## src/rtl/adc_sample_fifo.sv

```systemverilog
// Synchronous sample FIFO behind the VCO-ADC decimator: buffers decimated words for a slower host reader
// and reports fill level, a threshold interrupt and sticky overflow with a saturating drop count.
module adc_sample_fifo #(
    parameter int unsigned DATA_WIDTH = 32,
    parameter int unsigned DEPTH_LOG2 = 4
) (
    input  logic                  clk,
    input  logic                  rst,
    input  logic [DATA_WIDTH-1:0] data_in,
    input  logic                  data_valid_in,
    input  logic                  rd_en_in,
    input  logic                  clear_in,
    input  logic [DEPTH_LOG2:0]   threshold_in,
    output logic [DATA_WIDTH-1:0] rd_data_out,
    output logic                  rd_valid_out,
    output logic                  empty_out,
    output logic                  full_out,
    output logic [DEPTH_LOG2:0]   level_out,
    output logic                  irq_out,
    output logic                  overflow_out,
    output logic [15:0]           drop_cnt_out
);
    localparam int unsigned LW    = DEPTH_LOG2 + 1;
    localparam int unsigned DEPTH = 1 << DEPTH_LOG2;
    localparam int unsigned CW    = 16;

    logic [DATA_WIDTH-1:0] mem [DEPTH];
    logic [DEPTH_LOG2-1:0] wr_ptr;
    logic [DEPTH_LOG2-1:0] rd_ptr;
    logic [LW-1:0]         level;
    logic [LW-1:0]         level_nxt;
    logic                  wr_acc;
    logic                  rd_acc;
    logic                  drop;

    // Flags come from the registered level only, so no input reaches an output combinationally.
    assign empty_out = (level == '0);
    assign full_out  = (level == LW'(DEPTH));
    assign level_out = level;

    // Accept/drop decisions use pre-cycle flags; clear discards everything in its cycle.
    assign wr_acc = data_valid_in && !full_out && !clear_in;
    assign rd_acc = rd_en_in && !empty_out && !clear_in;
    assign drop   = data_valid_in && full_out && !clear_in;

    always_comb begin
        level_nxt = level;
        if (wr_acc && !rd_acc) begin
            level_nxt = level + LW'(1);
        end else if (rd_acc && !wr_acc) begin
            level_nxt = level - LW'(1);
        end
    end

    // Storage is not reset or cleared; only pointers and level define validity.
    always_ff @(posedge clk) begin
        if (wr_acc) begin
            mem[wr_ptr] <= data_in;
        end
    end

    always_ff @(posedge clk or negedge rst) begin
        if (!rst) begin
            wr_ptr       <= '0;
            rd_ptr       <= '0;
            level        <= '0;
            rd_data_out  <= '0;
            rd_valid_out <= 1'b0;
            irq_out      <= 1'b0;
            overflow_out <= 1'b0;
            drop_cnt_out <= '0;
        end else begin
            irq_out      <= (threshold_in != '0) && (level >= threshold_in);
            rd_valid_out <= rd_acc;
            if (clear_in) begin
                wr_ptr       <= '0;
                rd_ptr       <= '0;
                level        <= '0;
                overflow_out <= 1'b0;
                drop_cnt_out <= '0;
            end else begin
                level <= level_nxt;
                if (wr_acc) begin
                    wr_ptr <= wr_ptr + DEPTH_LOG2'(1);
                end
                if (rd_acc) begin
                    rd_ptr      <= rd_ptr + DEPTH_LOG2'(1);
                    rd_data_out <= mem[rd_ptr];
                end
                if (drop) begin
                    overflow_out <= 1'b1;
                    if (drop_cnt_out != {CW{1'b1}}) begin
                        drop_cnt_out <= drop_cnt_out + CW'(1);
                    end
                end
            end
        end
    end

endmodule

```

## config.mk

```make
export PLATFORM = sky130hd
export DESIGN_NAME = adc_sample_fifo
export DESIGN_NICKNAME = d
export VERILOG_FILES = /design/src/rtl/adc_sample_fifo.sv
export SDC_FILE = /design/constraint.sdc
export NUM_CORES = 1
export LEC_CHECK = 0
export ABC_CLOCK_PERIOD_IN_PS = 3700
export BUFFER_PORTS_ARGS = -buffer_cell sky130_fd_sc_hd__buf_2
export CAP_MARGIN = 5
export CORE_ASPECT_RATIO = 1.4
export CORE_MARGIN = 3
export CORE_UTILIZATION = 40
export CTS_BUF_LIST = sky130_fd_sc_hd__clkbuf_8 sky130_fd_sc_hd__clkbuf_16
export CTS_CLUSTER_SIZE = 28
export DETAILED_ROUTE_END_ITERATION = 16
export PLACE_DENSITY = 0.55
export SETUP_SLACK_MARGIN = 0.2
export SLEW_MARGIN = 20
export SYNTH_ARGS = -nofsm -noshare
export SYNTH_HDL_FRONTEND = slang
export SYNTH_SLANG_ARGS = --single-unit
```

## constraint.sdc

```tcl
create_clock -name clk -period 3.7 [get_ports clk]
set_clock_uncertainty 0.2 [all_clocks]
set_input_delay 0.37 -clock clk [delete_from_list [all_inputs] [get_ports clk]]
set_output_delay 0.37 -clock clk [all_outputs]
set_load 0.03 [all_outputs]
```

==> metrics.md, run 1 <==
| Metric | Value |
|---|---|
| CTS buffer count | `54` |
| Post-synth ARST share | `0.111` |
| 1st-iter DRT viols | `791` |
| Peak VDD IR | `370 uV` |
| Die area | `58600 um^2` |
| Dominant synthesized flop cell | `edfxtp_1` |
| Status | `complete, no violations` |
| Post-route insts no fill | `2031` |
| Total wire length | `50500 um` |
| Worst path bufs/invs | `0` |
| CP Cell Sequence | `or4_1, o21ai_0, nand3b_1, fa_1, a21o_1, a21o_1, nor3_1, o21ai_0, nor3b_1` |
| P_sw | `4170 uW` |
| Seq/Total Area, Yosys | `0.762` |
| Count leader, synth | `edfxtp_1` |
| Post-Place Cells | `1894` |
| Synth top area cells | `edfxtp_1 69%, mux4_2 13%, dfrtp_1 7.2%` |
| Die Y | `285 um` |
| Met2 usage | `0.304` |
| Pleak | `0.00871 uW` |
| IO Count | `100` |
| Worst Path Arrival | `3.50 ns` |
| Final Setup Violations | `0` |
| Wire length per cell | `24.8 um` |
| Met1 Track Usage GR | `0.239` |
| Layout area overhead | `18.0%` |
| CTS root buf | `clkbuf_16` |
| Crit path max fanout | `8` |
| Max-slew headroom | `0.407` |
| Multi-input gate area | `5160 um^2` |
| Antenna viol nets, final | `0` |
| Vias | `10899` |
| Max-Cap Viols | `0` |
| Hold WC Path Type | `input pin to register` |
| Slowest CP cell | `or4_1` |
| Slowest Stage Delay on Critical Path | `0.67 ns` |
| Post-synth net total | `1136` |
| Clock tree buffer depth | `3` |
| Yosys cell types | `39` |
| Number of synthesized flops with an enable pin | `512` |
| Pwr per Cell Area | `603 nW/um^2` |
| H-tree depth | `2` |
| Mapped Area | `22300 um^2` |
| Syn avg cell area | `20.7 um^2` |
| Clk sink count | `576` |
| Vias in the first global route | `11670` |
| Setup Fix Bufs, Post-CTS | `0` |
| Clock group share of total power | `0.354` |
| Port Buffers | `99` |
| FF/Latch Area | `17000 um^2` |
| CTS clk-pin slew, worst paths | `0.06 ns` |
| CP Launch Type | `register` |
| Fin. max-slew vios | `0` |
| Ys Warns | `0` |
| Share of the synthesized area in the top cell type | `0.690` |
| Total gr overflow | `0` |
| TritonCTS clock tree | `yes` |
| Reg power frac | `0.485` |
| Worst skew pair latency | `0.60 ns` |
| FF+latch count, synth | `576` |
| Pre-antenna DRT Iters | `5` |
| WP data required | `3.94 ns` |
| Worst Setup End Kind | `register` |
| Gate power share | `0.162` |
| Cells after synthesis | `1078` |
| DRC Markers | `0` |
| Setup Crit Path Kind | `register to register` |
| Largest net degree at the start of global routing | `48` |
| Unrepaired setup endpoints after global routing | `false` |
| GR Util met3 | `0.0243` |
| Initial antenna violation count | `2` |
| Via-per-instance ratio | `5.37` |
| Share of cells above drive strength 1 | `0.294` |
| Row count | `101` |
| Fin. Hold Viols | `0` |
| Switching fraction of total power | `0.263` |
| Global Route Usage Sum | `0.176` |
| Fmax | `306 MHz` |
| Post-synth top cells | `512 x edfxtp_1, 128 x mux4_2, 65 x mux2i_1` |
| Cell taking the most area after synthesis | `edfxtp_1` |
| DIE WIDTH | `205 um` |
| Final HPWL DP | `27700 um` |
| Core footprint | `54700 um^2` |
| Layout net count | `1323` |
| Final period util | `0.882` |
| First-pass GRT wire length | `75900 um` |
| Setup_tns | `0 ns` |
| Period minus WS final | `3.26 ns` |
| Slew at the pin closest to its max-slew limit | `0.882 ns` |
| Fill cells | `4494` |
| Final Util | `0.481` |
| Int Pwr | `11700 uW` |
| Worst path top cell family by delay | `simple AND/OR/NAND/NOR gates` |
| Final GP Congestion | `0.748` |
| Initial Util | `0.407` |
| GRT Max-Usage Layer | `met2` |
timing repair:
action	CTS	global route
hold buffers	36	0
gates resized for setup	0	0
endpoints found under the hold margin	560	0
flip-flops by register name (all words and copies together) (netlist names):
register      count
drop_cnt_out     16
irq_out           1
level_out         5
mem             512
overflow_out      1
rd_data_out      32
rd_ptr            4
rd_valid_out      1
wr_ptr            4
layer usage:
metal | vias to the layer above | wire, um
met5 | - | 13
met4 | 2 | 830
met3 | 66 | 2430
met2 | 280 | 26100
met1 | 5766 | 21100
li1 | 4785 | -
worst reg2reg max path, stage by stage, from the launching register on:
cell and delay, ns:
dfrtp_1 0.47, or4_1 0.67, o21ai_0 0.29, nand3b_1 0.25
fa_1 0.46, a21o_1 0.20, a21o_1 0.18, nor3_1 0.17
o21ai_0 0.11, nor3b_1 0.15
path summary, 6_finish.rpt:
path,startpoint,to,slack (ns),depth (start not counted)
max in group asynchronous,rst,rd_data_out[5]$_DFFE_PN0P_,2.26,3
min,rd_en_in,rd_ptr[1]$_DFFE_PN0P_,0.07,4
max reg2reg,level_out[0]$_DFFE_PN0P_,level_out[4]$_DFFE_PN0P_,0.44,9
min in group asynchronous,rst,rd_data_out[20]$_DFFE_PN0P_,0.22,2
max,level_out[0]$_DFFE_PN0P_,level_out[4]$_DFFE_PN0P_,0.44,9
min reg2reg,rd_data_out[27]$_DFFE_PN0P_,rd_data_out[27]$_DFFE_PN0P_,0.28,2
metrics by stage:
stage	hold WS, ns	total power, uW	setup slack, ns	instance area [um^2]
6_report	0.0733	15900	0.436	26300
5_1_grt	0.0797	16500	0.207	26300
4_1_cts	0.0429	16100	0.424	26300
3_5_place_dp	0.275	10400	0.447	24100
3_3_place_gp	0.266	10400	0.461	24100
2_1_floorplan	-0.126	9500	0.207	22300
kinds of logic (layout without fill, tap and decap cells):
kind of cell / count (synthesis) / count (layout) / synth area share
flops: 576 / 576 / 0.762
mux: 193 / 193 / 0.159
simple gates: 150 / 150 / 0.0308
buf+inv: 66 / 297 / 0.0119
compound gates: 55 / 55 / 0.0187
xor+xnor: 22 / 22 / 0.00865
fa+ha+maj: 16 / 16 / 0.00932
other cells: 0 / 1 / 0
power groups by stage:
stage | Sequential (uW) | Clock, uW | Combinational (uW)
floorplan | 8020 | 0 | 1480
global placement | 7830 | 0 | 2540
detailed placement | 7830 | 0 | 2580
CTS | 7700 | 5750 | 2620
global route | 7730 | 6010 | 2790
finish | 7680 | 5610 | 2560
layout make-up:
class | count | share of cell area
antenna | 1 | 0.0000952
clock buffer | 59 | 0.0544
clock inverter | 41 | 0.0146
inverter | 10 | 0.00143
multi-input combinational | 436 | 0.196
sequential | 576 | 0.646
tap | 721 | 0.0343
timing repair buffer | 187 | 0.0527
layout by cell type (no fill, tap or decap), types with 3 or more instances in the layout:
cell and n:
edfxtp_1 512, mux4_2 128, buf_2 98, mux2i_1 65
dfrtp_1 61, clkbuf_16 55, nand2_1 53, buf_4 42
dlygate4sd3_1 36, o221ai_1 32, nor2_1 29, inv_1 27
nor2_4 16, ha_1 15, xnor2_1 13, buf_12 11
xor2_1 9, nor3_1 9, a21oi_1 8, nand3_1 8
nand4_1 7, o21ai_0 6, bufinv_16 6, clkinv_2 5
nor4_1 4, or4_1 4, clkbuf_8 4, clkinv_4 4
nor3b_1 3, clkinvlp_4 3, dfrtp_4 3
Power figures use the tool's default switching activity.
==> run 2: changes to the inputs <==
--- a/config.mk
+++ b/config.mk
@@ -6,15 +6,14 @@
 export NUM_CORES = 1
 export LEC_CHECK = 0
 export ABC_CLOCK_PERIOD_IN_PS = 3700
-export BUFFER_PORTS_ARGS = -buffer_cell sky130_fd_sc_hd__buf_2
 export CAP_MARGIN = 5
 export CORE_ASPECT_RATIO = 1.4
-export CORE_MARGIN = 3
 export CORE_UTILIZATION = 40
 export CTS_BUF_LIST = sky130_fd_sc_hd__clkbuf_8 sky130_fd_sc_hd__clkbuf_16
 export CTS_CLUSTER_SIZE = 28
 export DETAILED_ROUTE_END_ITERATION = 16
-export PLACE_DENSITY = 0.55
+export DONT_BUFFER_PORTS = 1
+export PLACE_DENSITY = 0.53
 export SETUP_SLACK_MARGIN = 0.2
 export SLEW_MARGIN = 20
 export SYNTH_ARGS = -nofsm -noshare
==> metrics.md, run 2 (synthesized netlist as in run 1, its figures left out) <==
| Metric | Value |
|---|---|
| Status | `complete, no violations` |
| CTS clk-pin slew, worst paths | `0.06 ns (about the same)` |
| Diodes inserted | `0 (-1)` |
| CP Cell Sequence | `or4_1, o21ai_0, buf_4, nand3b_1, fa_1, a21o_1, a21o_1, and3_1, o21ai_0, nor3b_1` |
| Fill cells | `4625 (+2.9%)` |
| Setup_tns | `0 ns (unchanged)` |
| Worst Path Arrival | `3.50 ns (about the same)` |
| Wire length per cell | `25.9 um (+4.3%)` |
| Vias | `10671 (-2.1%)` |
| Cts repair resizes | `0 (unchanged)` |
| H-tree depth | `2 (unchanged)` |
| Vias in the first global route | `11205 (-4.0%)` |
| Via-per-instance ratio | `5.48 (+2.0%)` |
| CP Launch Type | `register` |
| Final HPWL DP | `27700 um (about the same)` |
| Setup Crit Path Kind | `register to register` |
| Largest Register | `mem` |
| 1st-iter DRT viols | `658 (-17%)` |
| Flop2flop setup slack | `0.52 ns (+0.08 ns)` |
| Layout area overhead | `17.1%` |
| Total gr overflow | `0 (unchanged)` |
| Crit path max fanout | `6 (-2)` |
| Initial Util | `0.404 (-0.00306)` |
| Worst skew pair latency | `0.61 ns (about the same)` |
| Peak VDD IR | `291 uV (-21%)` |
| Slew at the pin closest to its max-slew limit | `0.958 ns (+0.0757 ns)` |
| Fin. max-slew vios | `0 (unchanged)` |
| Met2 WL | `26100 um (about the same)` |
| Largest net degree at the start of global routing | `68 (+42%)` |
| Antenna viol nets, final | `0 (unchanged)` |
| Total wire length | `50500 um (about the same)` |
| Fin. Hold Viols | `0 (unchanged)` |
| Hold WC Path Type | `input pin to register` |
| DIE WIDTH | `201 um (-1.9%)` |
| Period minus WS final | `3.18 ns (-0.0841 ns)` |
| Slowest CP cell | `or4_1` |
| IO Count | `100 (unchanged)` |
| Most common cell after layout, fill and taps aside | `edfxtp_1` |
| Final period util | `0.859 (-0.0227)` |
| Share of cells above drive strength 1 | `0.238 (-0.0558)` |
| Max-slew headroom | `0.356 (-0.0509)` |
| Clock tree buffer depth | `3 (unchanged)` |
| Row count | `102 (+0.99%)` |
| Post-Route M1 WL | `20600 um (-2.3%)` |
| Final GP Congestion | `0.746 (-0.19%)` |
| WP data required | `4.02 ns (+0.08 ns)` |
| Max-Cap Viols | `0 (unchanged)` |
| Initial antenna violation count | `2 (unchanged)` |
| Commonest non-fill, non-tap cells in the layout | `512 x edfxtp_1, 128 x mux4_2, 65 x mux2i_1` |
| Clk sink count | `576 (unchanged)` |
| Highest metal used | `met5` |
| First-pass GRT wire length | `74700 um (-1.7%)` |
| Port Buffers | `0 (-100%)` |
| Final Setup Violations | `0 (unchanged)` |
| Pleak | `0.00838 uW (-3.8%)` |
| Worst Setup End Kind | `register` |
| Fmax | `315 MHz (+2.6%)` |
| Worst path bufs/invs | `1 (+1)` |
| Core footprint | `55100 um^2 (+0.76%)` |
| Pre-antenna DRT Iters | `5 (unchanged)` |
| DRC Markers | `0 (unchanged)` |
| Die area | `56700 um^2 (-3.3%)` |
| Slowest Stage Delay on Critical Path | `0.64 ns (-0.03 ns)` |
| Unrepaired setup endpoints after global routing | `false` |
| Die Y | `281 um (-1.4%)` |
| Worst path top cell family by delay | `simple AND/OR/NAND/NOR gates` |
| CTS root buf | `clkbuf_16` |
| Global Route Usage Sum | `0.183 (+0.00654)` |
| Met3 WL post-DR | `2850 um (+17%)` |
| Regs by FF count | `mem (512), rd_data_out (32), drop_cnt_out (16)` |
| Pwr per Cell Area | `611 nW/um^2 (+1.3%)` |
| CTS buffer count | `56 (+3.7%)` |
| Layout net count | `1232 (-6.9%)` |
| Largest register FFs | `512 (unchanged)` |
| Worst hold slack | `0.0719 ns (-0.00144 ns)` |
| TritonCTS clock tree | `yes` |
==> run 2: worst paths after layout <==
| path | from | cells past startpoint | to |
|---|---|---|---|
| worst min-delay path | rd_en_in | 5 | level_out[4]$_DFFE_PN0P_ |
| worst min register to register | wr_ptr[3]$_DFFE_PN0P_ | 2 | wr_ptr[3]$_DFFE_PN0P_ |
| max in group asynchronous | rst | 2 | rd_ptr[1]$_DFFE_PN0P_ |
| worst max-delay path | level_out[0]$_DFFE_PN0P_ | 10 | level_out[4]$_DFFE_PN0P_ |
| min in group asynchronous | rst | 2 | rd_data_out[7]$_DFFE_PN0P_ |
| worst max register to register | level_out[0]$_DFFE_PN0P_ | 10 | level_out[4]$_DFFE_PN0P_ |
==> run 2: final cells by class <==
| type | count | area (um^2) | share of cell area |
|---|---|---|---|
| clock inverters | 45 | 443 | 0.0170 |
| repair buffers | 94 | 1090 | 0.0418 |
| inverters | 10 | 37.5 | 0.00144 |
| flip-flops and latches | 576 | 17000 | 0.651 |
| clock buffers | 60 | 1460 | 0.0558 |
| well taps | 728 | 911 | 0.0349 |
| multi-input cells | 436 | 5160 | 0.198 |
==> run 2: timing repair <==
item / 4_1_cts / 5_1_grt
hold buffers: 43 / 0
endpoints found under the setup margin: 0 / 0
hold endpoints to repair: 608 / 0
setup buffers: 0 / 0
==> run 2: per-layer routing <==
layer	global-route usage	up-vias
li1	-	4618
met1	0.232	5709
met2	0.317	275
met3	0.0388	65
met4	0.0466	4
met5	0	-
==> run 2: stage by stage <==
stage	cell area (um^2)	setup slack, ns	total power, uW	util	cells
2_1_floorplan	22300	0.207	9500	-	1078
6_report	26100	0.520	15900	0.473	1949
4_1_cts	26100	0.483	16200	0.473	1949
5_1_grt	26100	0.251	16600	0.473	1949
3_3_place_gp	23700	0.513	10100	0.430	1801
3_5_place_dp	23700	0.513	10200	0.430	1801
==> run 2: power breakdown <==
group | switching (uW) | internal [uW]
clock | 2430 | 3400
combinational | 1030 | 999
sequential | 723 | 7360
==> run 2: tightest hold or removal path: cells and delay by family <==
| family | cells | cell delay (ns) |
|---|---|---|
| AO/OA/AOI/OAI | 1 | 0.05 |
| AND/OR/NAND/NOR | 3 | 0.29 |
| buffers and inverters | 1 | 0.13 |
